===== config.mk =====
export PLATFORM = sky130hd
export DESIGN_NAME = vector_engine
export DESIGN_NICKNAME = d
export VERILOG_FILES = /design/src/rtl/graphics_pkg.sv /design/src/rtl/vector_engine.sv
export SDC_FILE = /design/constraint.sdc
export NUM_CORES = 1
export LEC_CHECK = 0
export ABC_AREA = 1
export CAP_MARGIN = 30
export CORE_ASPECT_RATIO = 1.1
export CORE_UTILIZATION = 65
export CTS_CLUSTER_DIAMETER = 200
export DETAILED_ROUTE_END_ITERATION = 8
export PLACE_DENSITY = 0.88
export SLEW_MARGIN = 15
export SYNTH_ARGS = -nofsm -noshare
export SYNTH_HDL_FRONTEND = slang
export SYNTH_SLANG_ARGS = --single-unit

===== constraint.sdc =====
create_clock -name clock_in -period 10 [get_ports clock_in]
set_clock_uncertainty 0.1 [all_clocks]
set_input_delay 2 -clock clock_in [delete_from_list [all_inputs] [get_ports clock_in]]
set_output_delay 2 -clock clock_in [all_outputs]
set_load 0.1 [all_outputs]

===== src/rtl/graphics_pkg.sv =====
// Shared graphics constants and types for the pixel-write engines.
// Display geometry, address type and the line engine state encoding.
package graphics_pkg;

    localparam int DISPLAY_WIDTH  = 640;
    localparam int DISPLAY_HEIGHT = 400;
    localparam int COORD_WIDTH    = 10;
    localparam int ADDRESS_WIDTH  = 18;
    localparam int ERROR_WIDTH    = 12;
    localparam int COLOR_WIDTH    = 4;

    typedef enum logic [1:0] {
        IDLE,
        SETUP,
        DRAW,
        DONE
    } vector_state_t;

    typedef logic [ADDRESS_WIDTH-1:0] pixel_address_t;
    typedef logic [COORD_WIDTH-1:0]   coord_t;

    function automatic coord_t clamp_coord(input coord_t c, input coord_t lim);
        return (c > lim) ? lim : c;
    endfunction

endpackage


===== src/rtl/vector_engine.sv =====
// Bresenham line rasteriser feeding the vector slot of the pixel-write mux.
// One pixel per granted cycle; reports the end point when the line is done.
module vector_engine
    import graphics_pkg::*;
(
    input  logic                     clock_in,
    input  logic                     reset_n_in,
    input  logic [COORD_WIDTH-1:0]   cursor_start_x_position_in,
    input  logic [COORD_WIDTH-1:0]   cursor_start_y_position_in,
    input  logic [COORD_WIDTH-1:0]   line_end_x_in,
    input  logic [COORD_WIDTH-1:0]   line_end_y_in,
    input  logic [COLOR_WIDTH-1:0]   color_index_in,
    input  logic                     draw_start_in,
    input  logic                     pixel_write_grant_in,
    output logic                     busy_out,
    output logic                     pixel_write_enable_out,
    output logic [ADDRESS_WIDTH-1:0] pixel_write_address_out,
    output logic [COLOR_WIDTH-1:0]   pixel_write_data_out,
    output logic                     cursor_end_position_valid_out,
    output logic [COORD_WIDTH-1:0]   cursor_end_x_position_out,
    output logic [COORD_WIDTH-1:0]   cursor_end_y_position_out
);

    localparam coord_t         MAX_X      = coord_t'(DISPLAY_WIDTH - 1);
    localparam coord_t         MAX_Y      = coord_t'(DISPLAY_HEIGHT - 1);
    localparam pixel_address_t ROW_STRIDE = pixel_address_t'(DISPLAY_WIDTH);

    vector_state_t state_q, state_d;

    coord_t                        x_q, y_q, x1_q, y1_q;
    logic [COLOR_WIDTH-1:0]        color_q;
    logic signed [ERROR_WIDTH-1:0] dx_q, dy_q, err_q;
    logic                          sx_neg_q, sy_neg_q;
    pixel_address_t                addr_q;

    logic                   busy_q, enable_q, done_q;
    logic                   busy_d, enable_d, done_d;
    logic [COLOR_WIDTH-1:0] data_q;
    coord_t                 end_x_q, end_y_q;

    coord_t                        dx_abs, dy_abs;
    logic signed [ERROR_WIDTH-1:0] dx_init, dy_init;
    pixel_address_t                row_base;

    logic signed [ERROR_WIDTH:0]   e2, dx_wide, dy_wide;
    logic signed [ERROR_WIDTH-1:0] err_step;
    logic                          step_x, step_y, at_end, advance;
    pixel_address_t                addr_dx, addr_dy;

    // Line geometry from the captured end points; only consumed in SETUP.
    always_comb begin
        dx_abs  = (x1_q >= x_q) ? x1_q - x_q : x_q - x1_q;
        dy_abs  = (y1_q >= y_q) ? y1_q - y_q : y_q - y1_q;
        dx_init = $signed({{(ERROR_WIDTH-COORD_WIDTH){1'b0}}, dx_abs});
        dy_init = -$signed({{(ERROR_WIDTH-COORD_WIDTH){1'b0}}, dy_abs});
        row_base = (pixel_address_t'(y_q) << 9)
                 + (pixel_address_t'(y_q) << 7)
                 + pixel_address_t'(x_q);
    end

    always_comb begin
        e2       = {err_q, 1'b0};
        dx_wide  = dx_q;
        dy_wide  = dy_q;
        step_x   = e2 >= dy_wide;
        step_y   = e2 <= dx_wide;
        err_step = err_q
                 + (step_x ? dy_q : '0)
                 + (step_y ? dx_q : '0);
        addr_dx  = '0;
        addr_dy  = '0;
        if (step_x)
            addr_dx = sx_neg_q ? '1 : pixel_address_t'(1);
        if (step_y)
            addr_dy = sy_neg_q ? ('0 - ROW_STRIDE) : ROW_STRIDE;
        at_end   = (x_q == x1_q) && (y_q == y1_q);
        advance  = (state_q == DRAW) && pixel_write_grant_in && !at_end;
    end

    always_ff @(posedge clock_in or negedge reset_n_in) begin
        if (!reset_n_in)
            state_q <= IDLE;
        else
            state_q <= state_d;
    end

    always_comb begin
        state_d = state_q;
        unique case (state_q)
            IDLE:  if (draw_start_in) state_d = SETUP;
            SETUP: state_d = DRAW;
            DRAW:  if (pixel_write_grant_in && at_end) state_d = DONE;
            DONE:  state_d = IDLE;
        endcase
    end

    // Outputs decoded from the next state so they come straight off flops.
    always_comb begin
        busy_d   = state_d != IDLE;
        enable_d = state_d == DRAW;
        done_d   = state_d == DONE;
    end

    always_ff @(posedge clock_in or negedge reset_n_in) begin
        if (!reset_n_in) begin
            x_q      <= '0;
            y_q      <= '0;
            x1_q     <= '0;
            y1_q     <= '0;
            color_q  <= '0;
            dx_q     <= '0;
            dy_q     <= '0;
            err_q    <= '0;
            sx_neg_q <= 1'b0;
            sy_neg_q <= 1'b0;
            addr_q   <= '0;
        end else begin
            unique case (state_q)
                IDLE: begin
                    if (draw_start_in) begin
                        x_q     <= clamp_coord(cursor_start_x_position_in, MAX_X);
                        y_q     <= clamp_coord(cursor_start_y_position_in, MAX_Y);
                        x1_q    <= clamp_coord(line_end_x_in, MAX_X);
                        y1_q    <= clamp_coord(line_end_y_in, MAX_Y);
                        color_q <= color_index_in;
                    end
                end
                SETUP: begin
                    dx_q     <= dx_init;
                    dy_q     <= dy_init;
                    err_q    <= dx_init + dy_init;
                    sx_neg_q <= x1_q < x_q;
                    sy_neg_q <= y1_q < y_q;
                    addr_q   <= row_base;
                end
                DRAW: begin
                    if (advance) begin
                        err_q  <= err_step;
                        addr_q <= addr_q + addr_dx + addr_dy;
                        if (step_x)
                            x_q <= x_q + (sx_neg_q ? '1 : coord_t'(1));
                        if (step_y)
                            y_q <= y_q + (sy_neg_q ? '1 : coord_t'(1));
                    end
                end
                DONE: ;
            endcase
        end
    end

    always_ff @(posedge clock_in or negedge reset_n_in) begin
        if (!reset_n_in) begin
            busy_q   <= 1'b0;
            enable_q <= 1'b0;
            done_q   <= 1'b0;
            data_q   <= '0;
            end_x_q  <= '0;
            end_y_q  <= '0;
        end else begin
            busy_q   <= busy_d;
            enable_q <= enable_d;
            done_q   <= done_d;
            if (state_q == SETUP)
                data_q <= color_q;
            if (done_d && !done_q) begin
                end_x_q <= x1_q;
                end_y_q <= y1_q;
            end
        end
    end

    assign busy_out                      = busy_q;
    assign pixel_write_enable_out        = enable_q;
    assign pixel_write_address_out       = addr_q;
    assign pixel_write_data_out          = data_q;
    assign cursor_end_position_valid_out = done_q;
    assign cursor_end_x_position_out     = end_x_q;
    assign cursor_end_y_position_out     = end_y_q;

endmodule


==> results of run 1 <==
critical path, delay by kind of cell, from the launching register on:
family	cells	cell delay (ps)
flops	1	450
fa+ha+maj	3	1260
buf+inv	5	890
compound gates	5	880
simple gates	10	1370
synthesized netlist by cell type, drive strengths merged (16+ instances only):
cell type | instances | area [sq um]
nor3 | 16 | 91.3
clkbuf | 25 | 96.3
buf | 16 | 87.6
o21ai | 145 | 737
xor2 | 31 | 279
nand3 | 67 | 365
a31oi | 18 | 113
dfrtp | 127 | 3180
inv | 236 | 886
a21oi | 114 | 589
xnor2 | 23 | 201
nor2 | 120 | 510
fa | 31 | 621
ha | 141 | 1760
nand2 | 380 | 1480
layout make-up:
class                   count  area [sq um]
clock buffers              20           457
clock inverters            12           230
fillers                  1294          4110
inverters                 236           886
multi-input cells        1175          7470
flip-flops and latches    127          3180
well taps                 238           298
repair buffers            101          1050
flip-flops by register name (all words and copies together), names as in the netlist:
name / count
y_q: 10
dx_q: 10
dy_q: 12
sy_neg_q: 1
cursor_end_x_position_out: 10
pixel_write_data_out: 4
x_q: 10
cursor_end_y_position_out: 10
busy_out: 1
color_q: 4
err_q: 12
cursor_end_position_valid_out: 1
state_q: 2
pixel_write_enable_out: 1
y1_q: 10
sx_neg_q: 1
x1_q: 10
pixel_write_address_out: 18
metrics by stage:
| stage | util (%) | area, sq um |
|---|---|---|
| floorplan | - | 11700 |
| global placement | 72.4 | 12800 |
| detailed placement | 72.9 | 12900 |
| CTS | 76.7 | 13600 |
| global route | 76.7 | 13600 |
| finish | 76.7 | 13600 |
kinds of logic (layout without fill, tap and decap cells):
kind of cell | after synthesis | count (layout)
DFF | 127 | 127
buffers and inverters | 277 | 369
muxes | 2 | 2
and+or+nand+nor | 608 | 608
xor gates and xnor gates | 54 | 54
AOI/OAI and AO/OA | 339 | 339
adders and majority gates | 172 | 172
metal layers:
layer | vias to the layer above | track usage, %
met1 | 5268 | 47.4
met2 | 479 | 62.5
met5 | - | 0
met4 | 0 | 15.7
li1 | 5345 | -
met3 | 96 | 7.19
path summary, 6_finish.rpt:
| check | from | end | depth (start not counted) |
|---|---|---|---|
| hold / removal | color_q[2] | pixel_write_data_out[2] | 2 |
| setup reg to reg | err_q[11] | pixel_write_address_out[17] | 23 |
| min in group asynchronous | reset_n_in | cursor_end_x_position_out[5] | 1 |
| hold reg to reg | color_q[2] | pixel_write_data_out[2] | 2 |
| max in group asynchronous | reset_n_in | dy_q[10] | 3 |
| setup / recovery | err_q[11] | pixel_write_address_out[17] | 23 |
==> impl_results.md, run 1 <==
* Count of pins over their slew limit at 0
* Area grow syn2layout at 15.9%
* Final cell count without fillers at 1909
* Number of gates resized after cts at 0
* Syn Inst Count at 1579
* Mapped Area at 11700 sq um
* Final WL at 33400 um
* RSZ-0062 raised after global routing: no
* CTS tree: done
* Vias at 11200
* Post-Place Setup Slack at 5040 ps
* Top_reg_cell synth: dfrtp_1
* Startpoint types: flop
* TritonCTS Sinks at 127
* Status: complete, no violations
* Largest net degree at the start of global routing at 68
* Synth Area in Simple Gates at 22.5%
* Inst Count DP at 1877
* CP endpoint kind: flop
* M1 WL at 14000 um
* Highest Signal Layer: met4
* Vias per cell at 5.86
* Min Clock Period, post-route at 5030 ps
* Core ar. at 17700 sq um
* Synth Area per Inst at 7.41 sq um
* Detail Placement HPWL at 25400 um
* Die Ht at 143 um
* H-tree depth at 4
* Placer congestion estimate at 0.968
* Worst Path Max Fanout at 15
* Reg-to-reg setup timing slack at 4970 ps
* GRT overflow at 0
* Die ar. at 18500 sq um
* Final Hold Fails at 0
* Clock transition at path regs at 60 ps
* Async set-reset flop share out of synthesis at 100%
* MaxCap Viol Count at 0
* Clk_lat worst skew at 420 ps
* Post-CTS Setup Bufs at 0
* Synth warnings at 0
* Critical setup path kind: flop to flop
* Post-Synth XOR/XNOR Area at 4.11%
* Fmax at 0.199 GHz
* DRC viols at 0
* Multiplexer share of the synthesized area at 0.171%
* CP required at 10240 ps
* Fin Hold WS at 379 ps
* First-pass GRT wire length at 53900 um
* # rows at 51
* Compound-gate portion of the synthesized area at 16.6%
* Clock tree buffer depth at 2
* Most common cell after layout, fill and taps aside: nand2_1
* Yosys cell types at 56
* Met3 wire len at 2350 um
* Initial DRC count at 885
* Met2 WL at 15900 um
* Detail Route Antenna Nets at 0
* Hold/Removal Path Class: flop to flop
* PnR worst setup slack at 4970 ps
* Vias in the first global route at 11000
* Tcrit/Tclk final at 50.3%
* Mean routed wirelength per cell at 17.5 um
* Arrival @ worst endpoint at 5270 ps
* IO Pins at 93
* Post-synth EDFFs at 0
* Initial antenna violation count at 0
* Worst Tran Pin Value at 1010 ps
* Layout cells sized above 1 at 6.22%
* Port Buffers at 92
* Root buf cell: clkbuf_16
* Starting Density at 66.2%
* Hold buffer count at CTS at 0
* Most frequent cells in the layout: nand2_1 (364), inv_1 (227), ha_1 (140), dfrtp_1 (127), a21oi_1 (111)
* Chip Width at 130 um
* Total CTS buffers at 17
* CP max-delay cell: fa_1
* Mapped Nets at 1799
* Gr usage total at 37.5%
* TNS Setup at 0 ps
* Final Setup Violations at 0
* Total Nets Final at 1878
* #FFs+latches synth at 127
* CP Cell Sequence: ha_1, nand4_1, nor2_1, o21ai_0, nand2_1, nand2_1, nand2_1, inv_1, nor2_1, buf_4, inv_1, fa_1, inv_1, ha_1, a21oi_1, o21ai_0, nand2_1, nand4_1, a31oi_1, inv_1, nand3_1, nand3_1, a21oi_1
* First-pass detailed-route iteration total at 5
* Largest family of logic cells by synthesized area: simple AND/OR/NAND/NOR gates
* # diodes at 0
* Largest stage delay on the critical path at 520 ps
* Slew margin rel. at 32.3%
* Sequential share of the synthesized area at 27.2%
* Adder-cell share of the synthesized area at 20.4%
Power of run 1 is left out: the tool's default activity adds up to more than one toggle a clock period on the data nets, which glitch-free logic cannot reach.
==> inputs of run 2 (changes only) <==
--- a/config.mk
+++ b/config.mk
@@ -8,10 +8,10 @@
 export ABC_AREA = 1
 export CAP_MARGIN = 30
 export CORE_ASPECT_RATIO = 1.1
-export CORE_UTILIZATION = 65
+export CORE_UTILIZATION = 60
 export CTS_CLUSTER_DIAMETER = 200
 export DETAILED_ROUTE_END_ITERATION = 8
-export PLACE_DENSITY = 0.88
+export PLACE_DENSITY = 0.82
 export SLEW_MARGIN = 15
 export SYNTH_ARGS = -nofsm -noshare
 export SYNTH_HDL_FRONTEND = slang
==> constraint.sdc (replaced) <==
create_clock -name clock_in -period 5 [get_ports clock_in]
set_clock_uncertainty 0.1 [all_clocks]
set_input_delay 1 -clock clock_in [delete_from_list [all_inputs] [get_ports clock_in]]
set_output_delay 1 -clock clock_in [all_outputs]
set_load 0.1 [all_outputs]
==> run 2 against run 1 <==
  * Global-route usage fell by 3.1 points
  * First-iteration DRC count increased by 11%
  * Register-to-register slack worse by 4600 ps
  * Cell area is essentially flat
  * Hold slack worse by 1.4 ps
  * Via count hardly changed
  * Setup slack worse by 4600 ps
  * Final cell count is 0.89% higher
  * Critical path depth unchanged
  * Sequential share of layout area is essentially flat
==> impl_results.md, run 2 (synthesis results as in run 1) <==
* CP endpoint kind: flop
* Starting Density at 61.3%
* Clock transition at path regs at 60 ps
* First-pass GRT wire length at 53600 um
* TNS Setup at 0 ps
* Layout cells sized above 1 at 6.73%
* Worst Tran Pin Value at 998 ps
* Largest net degree at the start of global routing at 47
* Worst Path Max Fanout at 7
* TritonCTS Sinks at 127
* Slew margin rel. at 33.2%
* IO Pins at 93
* Initial antenna violation count at 0
* Die ar. at 20100 sq um
* Critical setup path kind: flop to flop
* Placer congestion estimate at 1.03
* Startpoint types: flop
* Mean routed wirelength per cell at 17.3 um
* H-tree depth at 4
* Vias in the first global route at 10800
* Layout Utilization at 71.0%
* Hold buffer count at CTS at 0
* Vias at 11200
* Detail Route Antenna Nets at 0
* Fmax at 0.215 GHz
* Arrival @ worst endpoint at 4910 ps
* MaxCap Viol Count at 0
* CTS tree: done
* Final Setup Violations at 0
* GRT overflow at 0
* Total Nets Final at 1886
* Area grow syn2layout at 15.8%
* CP required at 5250 ps
* Core ar. at 19100 sq um
* Die Ht at 148 um
* Clock tree buffer depth at 2
* First-pass detailed-route iteration total at 6
* Final cell count without fillers at 1926
* Gr usage total at 34.4%
* Met2 Usage GRT at 56.8%
* Tcrit/Tclk final at 93.1%
* Clk_lat worst skew at 430 ps
* # diodes at 0
* Status: complete, no violations
* Gr busiest metal: met2
* Final Hold Fails at 0
* Met3 usage at 6.31%
* Chip Width at 135 um
* # rows at 53
* Count of pins over their slew limit at 0
* Root buf cell: clkbuf_16
* Inst Count DP at 1893
* Post-CTS Setup Bufs at 0
* Min Clock Period, post-route at 4660 ps
* Number of gates resized after cts at 0
* Hold/Removal Path Class: flop to flop
* RSZ-0062 raised after global routing: no
* Number of flip-flops in the largest register at 18
* GR Util met1 at 44.3%
* Most frequent cells in the layout: nand2_1 (364), inv_1 (227), ha_1 (140), dfrtp_1 (127), a21oi_1 (111)
* Detail Placement HPWL at 25800 um
* Port Buffers at 92
* DRC viols at 0
* Initial DRC count at 984
* Final WL at 33300 um
* Total CTS buffers at 17
* Most common cell after layout, fill and taps aside: nand2_1
* Vias per cell at 5.81
run 2: changes by cell type in the layout (fill, tap and decap cells not counted), sizes merged:
| cell | delta |
|---|---|
| bufinv | -2 |
| inv | +1 |
| buf | +8 |
| clkbuf | -3 |
| clkinv | +4 |
run 2: path summary, 6_finish.rpt:
check	start	to	slack, ps	depth (start not counted)
setup / recovery	err_q[11]	pixel_write_address_out[14]	340	23
hold / removal	color_q[2]	color_q[2]	380	2
setup reg to reg	err_q[11]	pixel_write_address_out[14]	340	23
hold reg to reg	color_q[2]	color_q[2]	380	2
max in group asynchronous	reset_n_in	cursor_end_y_position_out[0]	3330	3
min in group asynchronous	reset_n_in	y1_q[7]	420	1
run 2: cell type report:
| cell class | count | area (sq um) |
|---|---|---|
| clock buffer | 17 | 425 |
| timing repair buffer | 109 | 1080 |
| clock inverter | 15 | 210 |
| fill | 1530 | 5540 |
| multi-input combinational | 1175 | 7470 |
| sequential | 127 | 3180 |
| tap | 247 | 309 |
| inverter | 236 | 886 |
run 2: per-layer routing:
metal | part of all wire (%) | vias to the layer above
li1 | - | 5368
met1 | 42 | 5235
met5 | 0 | -
met2 | 47 | 483
met4 | 3.4 | 0
met3 | 7.4 | 98
run 2: critical path, stage by stage, from the launching register on:
cell	delay, ps
dfrtp_1	440
ha_1	390
nand4_1	170
nor2_1	140
o21ai_0	150
nand2_1	110
nand2_1	50
nand2_1	230
inv_1	170
nor2_1	170
buf_4	190
inv_1	120
fa_1	510
inv_1	50
ha_1	340
a21oi_1	190
nand2_1	130
a21boi_0	280
o21ai_0	180
nand2_1	120
nand2_1	60
nand2_1	60
nand3_1	80
a21oi_1	140
run 2: stage by stage:
step	setup slack (ps)	cell area, sq um	hold WS [ps]
2_1_floorplan	413	11700	349
3_3_place_gp	524	12900	356
3_5_place_dp	384	12900	363
4_1_cts	366	13500	380
5_1_grt	39.1	13600	391
6_report	343	13600	377
Power of run 2 is left out for the same reason.
